## src/rtl/dual_core_mem_arbiter.sv

```systemverilog
// Round-robin arbiter that lets two mips cores share one memory bus.
// A granted request is latched, strobed for ACCESS_CYCLES cycles, then acknowledged with a one-cycle ready pulse.
module dual_core_mem_arbiter #(
  parameter int unsigned ADDR_WIDTH    = 16,
  parameter int unsigned DATA_WIDTH    = 8,
  parameter int unsigned ACCESS_CYCLES = 1
) (
  input  logic                  clk,
  input  logic                  reset,
  input  logic                  c0_memread,
  input  logic                  c0_memwrite,
  input  logic [ADDR_WIDTH-1:0] c0_addr,
  input  logic [DATA_WIDTH-1:0] c0_writedata,
  output logic [DATA_WIDTH-1:0] c0_memdata,
  output logic                  c0_ready,
  input  logic                  c1_memread,
  input  logic                  c1_memwrite,
  input  logic [ADDR_WIDTH-1:0] c1_addr,
  input  logic [DATA_WIDTH-1:0] c1_writedata,
  output logic [DATA_WIDTH-1:0] c1_memdata,
  output logic                  c1_ready,
  output logic                  bus_memread,
  output logic                  bus_memwrite,
  output logic [ADDR_WIDTH-1:0] bus_addr,
  output logic [DATA_WIDTH-1:0] bus_writedata,
  input  logic [DATA_WIDTH-1:0] bus_memdata,
  output logic                  bus_owner
);

  localparam int unsigned CntWidth = 4;
  localparam logic [CntWidth-1:0] CntLoad = CntWidth'(ACCESS_CYCLES - 1);

  if (ACCESS_CYCLES < 1 || ACCESS_CYCLES > 15) begin : g_bad_access_cycles
    $error("ACCESS_CYCLES must be in 1..15");
  end

  typedef enum logic [1:0] {StIdle, StBusy, StDone} state_e;

  state_e                state_q;
  logic [CntWidth-1:0]   cnt_q;
  logic                  last_grant_q;

  logic                  c0_req;
  logic                  c1_req;
  logic                  grant_valid;
  logic                  grant_core;
  logic                  sel_read;
  logic                  sel_write;
  logic [ADDR_WIDTH-1:0] sel_addr;
  logic [DATA_WIDTH-1:0] sel_wdata;

  assign c0_req = c0_memread | c0_memwrite;
  assign c1_req = c1_memread | c1_memwrite;

  // On a tie the core that did not win last time goes next.
  always_comb begin
    grant_valid = c0_req | c1_req;
    grant_core  = 1'b0;
    if (c0_req && c1_req) begin
      grant_core = ~last_grant_q;
    end else if (c1_req) begin
      grant_core = 1'b1;
    end
  end

  // Write takes precedence when a core raises both strobes.
  always_comb begin
    sel_write = grant_core ? c1_memwrite : c0_memwrite;
    sel_read  = (grant_core ? c1_memread : c0_memread) & ~sel_write;
    sel_addr  = grant_core ? c1_addr : c0_addr;
    sel_wdata = grant_core ? c1_writedata : c0_writedata;
  end

  always_ff @(posedge clk or posedge reset) begin
    if (reset) begin
      state_q       <= StIdle;
      cnt_q         <= '0;
      last_grant_q  <= 1'b1;
      bus_owner     <= 1'b0;
      bus_memread   <= 1'b0;
      bus_memwrite  <= 1'b0;
      bus_addr      <= '0;
      bus_writedata <= '0;
      c0_memdata    <= '0;
      c1_memdata    <= '0;
      c0_ready      <= 1'b0;
      c1_ready      <= 1'b0;
    end else begin
      unique case (state_q)
        StIdle: begin
          if (grant_valid) begin
            bus_memread   <= sel_read;
            bus_memwrite  <= sel_write;
            bus_addr      <= sel_addr;
            bus_writedata <= sel_wdata;
            bus_owner     <= grant_core;
            last_grant_q  <= grant_core;
            cnt_q         <= CntLoad;
            state_q       <= StBusy;
          end
        end
        StBusy: begin
          if (cnt_q == '0) begin
            if (bus_memread) begin
              if (bus_owner) begin
                c1_memdata <= bus_memdata;
              end else begin
                c0_memdata <= bus_memdata;
              end
            end
            bus_memread  <= 1'b0;
            bus_memwrite <= 1'b0;
            c0_ready     <= ~bus_owner;
            c1_ready     <= bus_owner;
            state_q      <= StDone;
          end else begin
            cnt_q <= cnt_q - 1'b1;
          end
        end
        StDone: begin
          c0_ready <= 1'b0;
          c1_ready <= 1'b0;
          state_q  <= StIdle;
        end
        default: begin
          state_q <= StIdle;
        end
      endcase
    end
  end

endmodule

```

## config.mk

```make
export PLATFORM = sky130hd
export DESIGN_NAME = dual_core_mem_arbiter
export DESIGN_NICKNAME = d
export VERILOG_FILES = /design/src/rtl/dual_core_mem_arbiter.sv
export SDC_FILE = /design/constraint.sdc
export NUM_CORES = 1
export LEC_CHECK = 0
export ABC_AREA = 1
export CAP_MARGIN = 20
export CORE_ASPECT_RATIO = 2
export CORE_MARGIN = 2
export CORE_UTILIZATION = 40
export DETAILED_ROUTE_END_ITERATION = 12
export PLACE_DENSITY = 0.77
export RECOVER_POWER = 100
export SYNTH_ARGS = -nofsm -noshare
export SYNTH_HDL_FRONTEND = slang
export SYNTH_SLANG_ARGS = --single-unit
export TNS_END_PERCENT = 10
```

## constraint.sdc

```tcl
create_clock -name clk -period 2 [get_ports clk]
set_clock_uncertainty 0.05 [all_clocks]
set_input_delay 0.5 -clock clk [delete_from_list [all_inputs] [get_ports clk]]
set_output_delay 0.5 -clock clk [all_outputs]
set_load 0.03 [all_outputs]
```

* Yosys cells after proc, flatten, opt, wreduce, memory -nomap -nowiden
Cells that the tools add are included.
** Cells by class
- Equality and inequality tests :: 5
- Multiplexer cells :: 21
- Add/subtract/negate cells :: 1
- Bitwise operators :: 7
- Reductions and logical operators :: 12
** Operators with widths (number)
- 16-bit 2-to-1 mux :: 1
- 1-bit 2-to-1 mux :: 9
- 4-bit 2-to-1 mux :: 2
- 8-bit 2-to-1 mux :: 1
- 1-bit one-hot mux with 2 select lines :: 4
- 4-bit one-hot mux with 2 select lines :: 1
- 4-bit AND reduction :: 2
- 2-bit != test (second input constant) :: 3
- 2-bit AND reduction :: 3
- 3-bit AND reduction :: 2
- 4-bit zero test :: 1
- 2-bit 2-to-1 mux :: 2
- 2-bit one-hot mux with 2 select lines :: 1
- 2-bit nonzero test :: 2
- 4-bit by 1-bit subtractor with 4-bit output (second input constant) :: 1
- 1-bit inverter :: 3
- 1-bit bitwise OR :: 3
- 2-bit by 1-bit equality test with 1-bit output (second input constant) :: 1
- 2-bit equality test (second input constant) :: 1
- 2-bit zero test :: 1
- 1-bit AND :: 1
- 1-bit logical AND :: 1
** Word-level totals
- Bits in registers :: 52
- Output and inout bits :: 45
- Word-level logic and storage cells :: 58
- Input bits :: 62

* Depth between registers and ports, before layout
Gate-level depths: netlist (run 1).
- Depth after elaboration :: 8
- Gate-level depth with buffers :: 8
- Mapped depth without buffers :: 7

* Least setup slack after synthesis (run 1)
OpenSTA, ideal clock, no wires.
- Path kind :: register to register
- Start point :: reg cnt_q[0]
- End point :: reg c0_memdata[0]
- Required time :: 1.833 ns
- Stages on the path, launching flop included :: 8
- Period minus slack after synthesis :: 1.356 ns
- Buffers on the path :: 0
- Data arrival time :: 1.189 ns
- Library setup time :: 0.117 ns
- Slack :: 0.644 ns
- Cells stage by stage :: dfrtp_1 -> inv_1 -> ha_1 -> nand2_2 -> nor2_4 -> nand3_1 -> nand2_1 -> nand2_1
** Between the ends
- Cells in the longest elaborated chain, start to end :: 2
** RTL lines
- start: declaration :: line 40 : logic [CntWidth-1:0] cnt_q;
- start signal: assignment :: line 98 : cnt_q <= CntLoad;
- start signal: assignment :: line 117 : cnt_q <= cnt_q - 1'b1;
- 4-bit zero test :: line 103 : if (cnt_q == '0) begin
- 4-bit AND reduction (no source line)
- end signal: assignment :: line 108 : c0_memdata <= bus_memdata;
- end: declaration :: line 14 : output logic [DATA_WIDTH-1:0] c0_memdata,
Every way passes these cells.
A chain may end at the register's enable or synchronous reset.

* Worst setup path after layout (run 1)
- Start point :: reg bus_addr[3]
- End point :: out bus_addr[3]
** RTL lines
- start: declaration :: line 24 : output logic [ADDR_WIDTH-1:0] bus_addr,
- start signal: assignment :: line 94 : bus_addr <= sel_addr;
No word-level cell between the ends.

==> results.md, run 1 <==
* Reg area at ~1300 sq um
* Multi-input logic area at 1060 sq um
* Tightest Hold Check Type: reg -> reg
* Hold_sp: c1_memdata[2]
* P_int at ~3.5 mW
* Cell family with the largest share of critical-path delay: buffers and inverters
* Buf+Inv Stages, Crit Path at 1
* Initial Utilization at 0.411
* Synth Area in Compound Gates at 0.0159
* Crit path time final at roughly 2.0 ns
* GRT Util Overall at 0.210
* Placer congestion estimate at 0.780
* Yosys warning count at 0
* Clock Sink Count at 52
* R2R depth at 8
* Gr ovfl total at 0
* WHS Path Cells at 2
* Die width at 60.9 um
* Nets@finish at around 500
* Final instance area at around 3900 sq um
* Setup Crit Path Kind: reg -> out
* Routed vias/inst at between 4 and 5
* WL/cell at between 10 and 15 um
* Adder-cell share of the synthesized area at 0.00483
* Layout cell share with drive strength beyond 1 at 0.0665
* Clk pwr share at 0.131
* Top Usage Layer GRT: met2
* Area Overhead vs Synth at 49.7%
* CTS hold repair buffers at 0
* Cell Rows at 41
* Crit-path max cell delay at between 0.7 and 0.8 ns
* Placed inst area at ~3800 sq um
* DP Wirelength at ~5100 um
* Slowest CP cell: dlygate4sd3_1
* Comb power frac at 0.568
* DR iter-0 viols at about 120
* Yosys reg bits at 52
* Terminus of the critical flop-to-flop path: c1_memdata[5]
* Setup TNS at 0 ns
* PnR Total Power at 6.43 mW
* Mapped Cells at ~320
* Status: finished clean
* CORE AREA at 6310 sq um
* Pin count of the biggest net entering global routing at between 50 and 60
* WHS at 0.415 ns
* CTS tree: built
* Critical-path cell list: dlygate4sd3_1
* Unrepaired setup endpoints after global routing: no
* Synthesized Nets at between 300 and 400
* Mux cell area share after synthesis at 0
* Diodes inserted at 0
* Initial antenna violation count at 0
* Setup WS post-layout at roughly 0.048 ns
* CTS Buf Count at 5
* Power Density at about 1700 nW/um^2
* Worst EP arrival at between 1 and 1.5 ns
* Fmax at 512 MHz
* Clock Path Buffers at 2
* Remaining DRCs at 0
* R2r startpoint: cnt_q[0]
* Clk root buf: clkbuf_16
* Antenna viol nets, final at 0
* Worst reg-to-reg setup slack at 0.28 ns
* Post-layout util at 0.615
* Placed cells at slightly above 500
* Worst Max-Slew Pin Slew at about 1.1 ns
* Post-synthesis sequential area ratio at 0.502
* MaxCap Viol Count at 0
* Simple-gate share of the synthesized area at 0.387
* Hold EP: c1_memdata[2]
* Via Count at roughly 2,400
* Max_slew headroom at 0.247
* Post-CTS Setup Repair Bufs at 0
* P_leak at ~1.9 nW
* Met3 capacity usage during global routing at 0.0429
* First-pass GRT wire length at 11,500 um
* Met1 GRT Util at 0.237
* CP required at about 1.5 ns
* Synthesized area at about 2600 sq um
* Crit path max fanout at 2
* Critical path endpoint category: output pin
* PortBufs at between 100 and 150
* Pins Over Slew Limit at 0
* M2 GR Usage at 0.372
* Area of the die at ~7200 sq um
* Die H at ~120 um
* Fillers at a little under 600
* Synth Area in XOR/XNOR at 0.00338
* Netlist cell types at 24
* Ports at roughly 110
* Vias in the first global route at between 2,000 and 3,000
* Top post-synthesis cells by area: dfrtp_1, nand2_1, nand3_1
* Fin. Hold Viols at 0
* DRT Pass-1 Iters at 4
* Highest ir drop seen on vdd at 852 uV
* Clock transition at the registers of the reported paths at 0.07 ns
* Non-filler cells, final at between 500 and 600
* Final WL at approximately 6800 um
* Mean cell area of the mapped netlist at 8.00 sq um
* CTS H-tree lvls at 2
* Largest family of logic cells by synthesized area: simple AND/OR/NAND/NOR gates
* Area share of the largest cell type after synthesis at 0.492
* Sw Pwr at 2.96 mW
* Sequential power share at 0.301
* Setup crit start kind: flop
* Part of the cycle the worst path needs at 0.976
* Final setup vio count at 0
* Post-Place Worst Slack at 0.110 ns
* Top cell type by total area after synthesis: dfrtp_1
* Sw frac at 0.461
* Worst-skew pair later-pin latency at around 0.29 ns
cells in the mapped netlist:
cell,count
buf_2,3
buf_4,4
buf_6,4
clkbuf_1,1
clkinv_1,1
dfrtp_1,51
dfstp_2,1
ha_1,1
inv_1,31
inv_2,3
nand2_1,132
nand2_2,4
nand2_4,1
nand3_1,42
nand3b_1,24
nand4_1,1
nor2_1,9
nor2_2,2
nor2_4,1
nor3_4,1
o21ai_0,3
o21ai_1,2
o21ai_4,1
xor2_1,1
layer usage:
| layer | part of all wire | wire length, um | vias to the layer above |
|---|---|---|---|
| li1 | - | - | 1235 |
| met1 | 0.37 | 2520 | 1100 |
| met2 | 0.55 | 3710 | 90 |
| met3 | 0.057 | 385 | 9 |
| met4 | 0.023 | 155 | 0 |
| met5 | 0 | 0 | - |
area by class of cell:
type | count | area share
sequential | 52 | 0.336
timing repair buffer | 116 | 0.292
multi-input combinational | 225 | 0.274
inverter | 35 | 0.0339
clock buffer | 6 | 0.0332
tap | 86 | 0.0277
clock inverter | 2 | 0.00419
power by group through the flow:
stage	registers, mW	clock network, mW	logic (mW)
after floorplan	2.81	0	1.47
after global placement	1.94	0	3.74
after detailed placement	1.94	0	3.81
after CTS	1.95	0.870	3.81
after global routing	2.00	0.913	4.01
final	1.93	0.843	3.65
logic make-up (layout without fill, tap and decap cells):
logic type,count (synthesis),in the layout
compound gates,6,6
xor+xnor,1,1
fa+ha+maj,1,1
buf+inv,47,159
flops,52,52
simple gates,217,217
state kept, by name, indices dropped and copies added (netlist names), 2 cells and up:
register	flops
bus_writedata	8
c0_memdata	8
state_q	2
cnt_q	4
c1_memdata	8
bus_addr	16
cell usage in the layout, fill, tap and decap left out, drive strengths merged:
cell type / n
nand2: 137
clkdlybuf4s50: 86
dfrtp: 51
nand3: 42
inv: 33
nand3b: 24
dlygate4sd3: 18
nor2: 12
clkbuf: 10
buf: 7
o21ai: 6
clkinv: 3
nor3: 1
nand4: 1
xor2: 1
ha: 1
clkinvlp: 1
dfstp: 1
dlygate4sd2: 1
what timing repair did:
item / 4_1_cts / 5_1_grt
cloned: 0 / 0
setup endpoints to repair: 1 / 1
gates resized for setup: 1 / 1
how the worst max path moves through the flow:
stage	from	end	cells past startpoint
after floorplan	reset	bus_addr[0]	1
after global placement	c0_memwrite	cnt_q[1]	8
after detailed placement	c0_memwrite	cnt_q[1]	8
after CTS	bus_memread	bus_memread	1
after global routing	bus_addr[3]	bus_addr[3]	1
final	bus_addr[3]	bus_addr[3]	1
Power figures use the tool's default switching activity.
==> run 2: changes to the inputs <==
Settings changed: CTS_BUF_LIST set to sky130_fd_sc_hd__clkbuf_2, CTS_CLUSTER_DIAMETER set to 100.
==> run 2 against run 1 <==
Net effect:
- sequential power about the same
- maximum frequency up 4.4%
- core utilization down 2.4 points
- setup slack better by 0.082 ns
- sequential share of layout area up 1.4 points
- total power down 11%
- global-route usage down 0.28 points
- hold slack better by 0.034 ns
- final cell count unchanged
- register-to-register slack worse by 0.03 ns
- largest power group unchanged
- combinational power down 7.1%
==> results.md, run 2 (synthesis gave the netlist of run 1 again) <==
* Pin count of the biggest net entering global routing at 53 (unchanged)
* PortBufs at 106 (unchanged)
* Clk pwr share at 0.075 (was 0.131)
* Setup TNS at 0 ns (unchanged)
* Diodes inserted at 0 (unchanged)
* Worst-skew pair later-pin latency at 0.42 ns (was 0.29 ns)
* Fmax at 535 MHz (was 512 MHz)
* Die H at 118 um (unchanged)
* Die width at 60.9 um (unchanged)
* Unrepaired setup endpoints after global routing: no (unchanged)
* Setup crit start kind: flop (unchanged)
* CTS hold repair buffers at 0 (unchanged)
* Cell Rows at 41 (unchanged)
* Remaining DRCs at 0 (unchanged)
* Max_slew headroom at 0.161 (was 0.247)
* Layout cell share with drive strength beyond 1 at 0.0619 (was 0.0665)
* DP Wirelength at 5130 um (unchanged)
* MaxCap Viol Count at 0 (unchanged)
* Critical-path cell list: dlygate4sd2_1 (was dlygate4sd3_1)
* Commonest cells after routing, fill and taps aside: nand2_1, clkdlybuf4s50_1, dfrtp_1 (unchanged)
* Clock transition at the registers of the reported paths at 0.29 ns (was 0.07 ns)
* Final WL at 6700 um (was 6770 um)
* Fin. Hold Viols at 0 (unchanged)
* WL/cell at 12.8 um (was 13.0 um)
* WHS at 0.449 ns (was 0.415 ns)
* Post-layout util at 0.591 (was 0.615)
* R2r startpoint: cnt_q[0] (unchanged)
* Pins Over Slew Limit at 0 (unchanged)
* Crit path max fanout at 2 (unchanged)
* Area of the die at 7180 sq um (unchanged)
* Sw Pwr at 2.90 mW (was 2.96 mW)
* Clock Path Buffers at 2 (unchanged)
* Area Overhead vs Synth at 43.8% (was 49.7%)
* Setup Crit Path Kind: reg -> out (unchanged)
* Ports at 107 (unchanged)
* Antenna viol nets, final at 0 (unchanged)
* GRT Util Overall at 0.207 (was 0.210)
* Highest ir drop seen on vdd at 825 uV (was 852 uV)
* First-pass GRT wire length at 11,300 um (was 11,500 um)
* CTS H-tree lvls at 2 (unchanged)
* DRT Pass-1 Iters at 4 (unchanged)
* Crit path time final at 1.87 ns (was 1.95 ns)
* PnR Total Power at 5.73 mW (was 6.43 mW)
* Status: finished clean (unchanged)
* Cell family with the largest share of critical-path delay: flip-flops (was buffers and inverters)
* Final setup vio count at 0 (unchanged)
* Setup WS post-layout at 0.129 ns (was 0.0478 ns)
* Nets@finish at 498 (unchanged)
* Tightest Hold Check Type: reg -> reg (unchanged)
* CORE AREA at 6310 sq um (unchanged)
* Hold_sp: c1_memdata[3] (was c1_memdata[2])
* Top reg by flops: bus_addr (unchanged)
* Non-filler cells, final at 522 (unchanged)
* Critical path endpoint category: output pin (unchanged)
* CTS tree: built (unchanged)
* Initial Utilization at 0.411 (unchanged)
* Crit-path max cell delay at 0.46 ns (was 0.76 ns)
* Placed inst area at 3770 sq um (unchanged)
* Part of the cycle the worst path needs at 0.935 (was 0.976)
* Worst EP arrival at 1.32 ns (was 1.40 ns)
* Placer congestion estimate at 0.780 (unchanged)
* Slowest CP cell: dfrtp_1 (was dlygate4sd3_1)
* Clock Sink Count at 52 (unchanged)
* DR iter-0 viols at 111 (was 115)
* Vias in the first global route at 2,542 (was 2,562)
* P_leak at 1.94 nW (was 1.91 nW)
* Final instance area at 3730 sq um (was 3880 sq um)
* Worst Max-Slew Pin Slew at 1.26 ns (was 1.13 ns)
* Post-Place Worst Slack at 0.110 ns (unchanged)
* Sequential power share at 0.333 (was 0.301)
* P_int at 2.84 mW (was 3.47 mW)
* Most common cell after layout, fill and taps aside: nand2_1 (unchanged)
* Sw frac at 0.505 (was 0.461)
* Initial antenna violation count at 0 (unchanged)
* Buf+Inv Stages, Crit Path at 1 (unchanged)
* Comb power frac at 0.592 (was 0.568)
* Fillers at 609 (was 589)
* Routed vias/inst at 4.65 (was 4.66)
* CP required at 1.45 ns (about the same)
* Power Density at 1540 nW/um^2 (was 1660 nW/um^2)
* Via Count at 2,427 (was 2,434)
* Largest register FFs at 16 (unchanged)
* Gr ovfl total at 0 (unchanged)
* CTS Buf Count at 5 (unchanged)
* Clk root buf: clkbuf_2 (was clkbuf_16)
* Placed cells at 514 (unchanged)
* Worst Setup SP: bus_addr[9] (was bus_addr[3])
run 2: layout make-up:
type                            count  area [sq um]  share of cell area
Clock buffer                        6          30.0             0.00805
Clock inverter                      2          16.3             0.00436
Inverter                           35           131              0.0352
Multi-Input combinational cell    225          1060               0.284
Sequential cell                    52          1300               0.350
Tap cell                           86           108              0.0289
Timing Repair Buffer              116          1080               0.290
run 2: final timing paths:
kind | end | slack [ns] | cells past startpoint
setup reg to reg | c1_memdata[7] | 0.25 | 8
hold reg to reg | c1_memdata[3] | 0.45 | 2
max in group asynchronous | bus_owner | 0.36 | 3
min in group asynchronous | bus_addr[13] | 0.67 | 3
setup / recovery | bus_addr[9] | 0.13 | 1
hold / removal | c1_memdata[3] | 0.45 | 2
run 2: power by group through the flow:
stage               Combinational, mW  Sequential [mW]  Clock [mW]
floorplan                        1.47             2.81           0
global placement                 3.74             1.94           0
detailed placement               3.81             1.94           0
CTS                              3.49             1.92       0.453
global route                     3.75             1.98       0.493
finish                           3.39             1.91       0.429
run 2: metal layers:
layer  vias up  wire length [um]  global-route usage
met5         -                 0                   0
met4         0               153              0.0693
met3         9               395              0.0385
met2        98              3730               0.370
met1      1090              2420               0.234
li1       1230                 -                   -
run 2: repair_timing:
action                     4_1_cts  5_1_grt
setup endpoints to repair       45        1
gates resized for setup         45        1
setup buffers                    0        0
run 2: tightest hold or removal path, cell delays in order, from the launching register on:
cell     delay [ns]
dfrtp_1        0.40
nand2_1        0.05
nand2_1        0.04
==> run 3: changes to the inputs <==
Settings changed: ABC_CLOCK_PERIOD_IN_PS set to 2000, CTS_BUF_LIST sky130_fd_sc_hd__clkbuf_2 to unset.
==> results of run 3 <==
No change in the layout: final DEF, timing and power equal those of run 1.
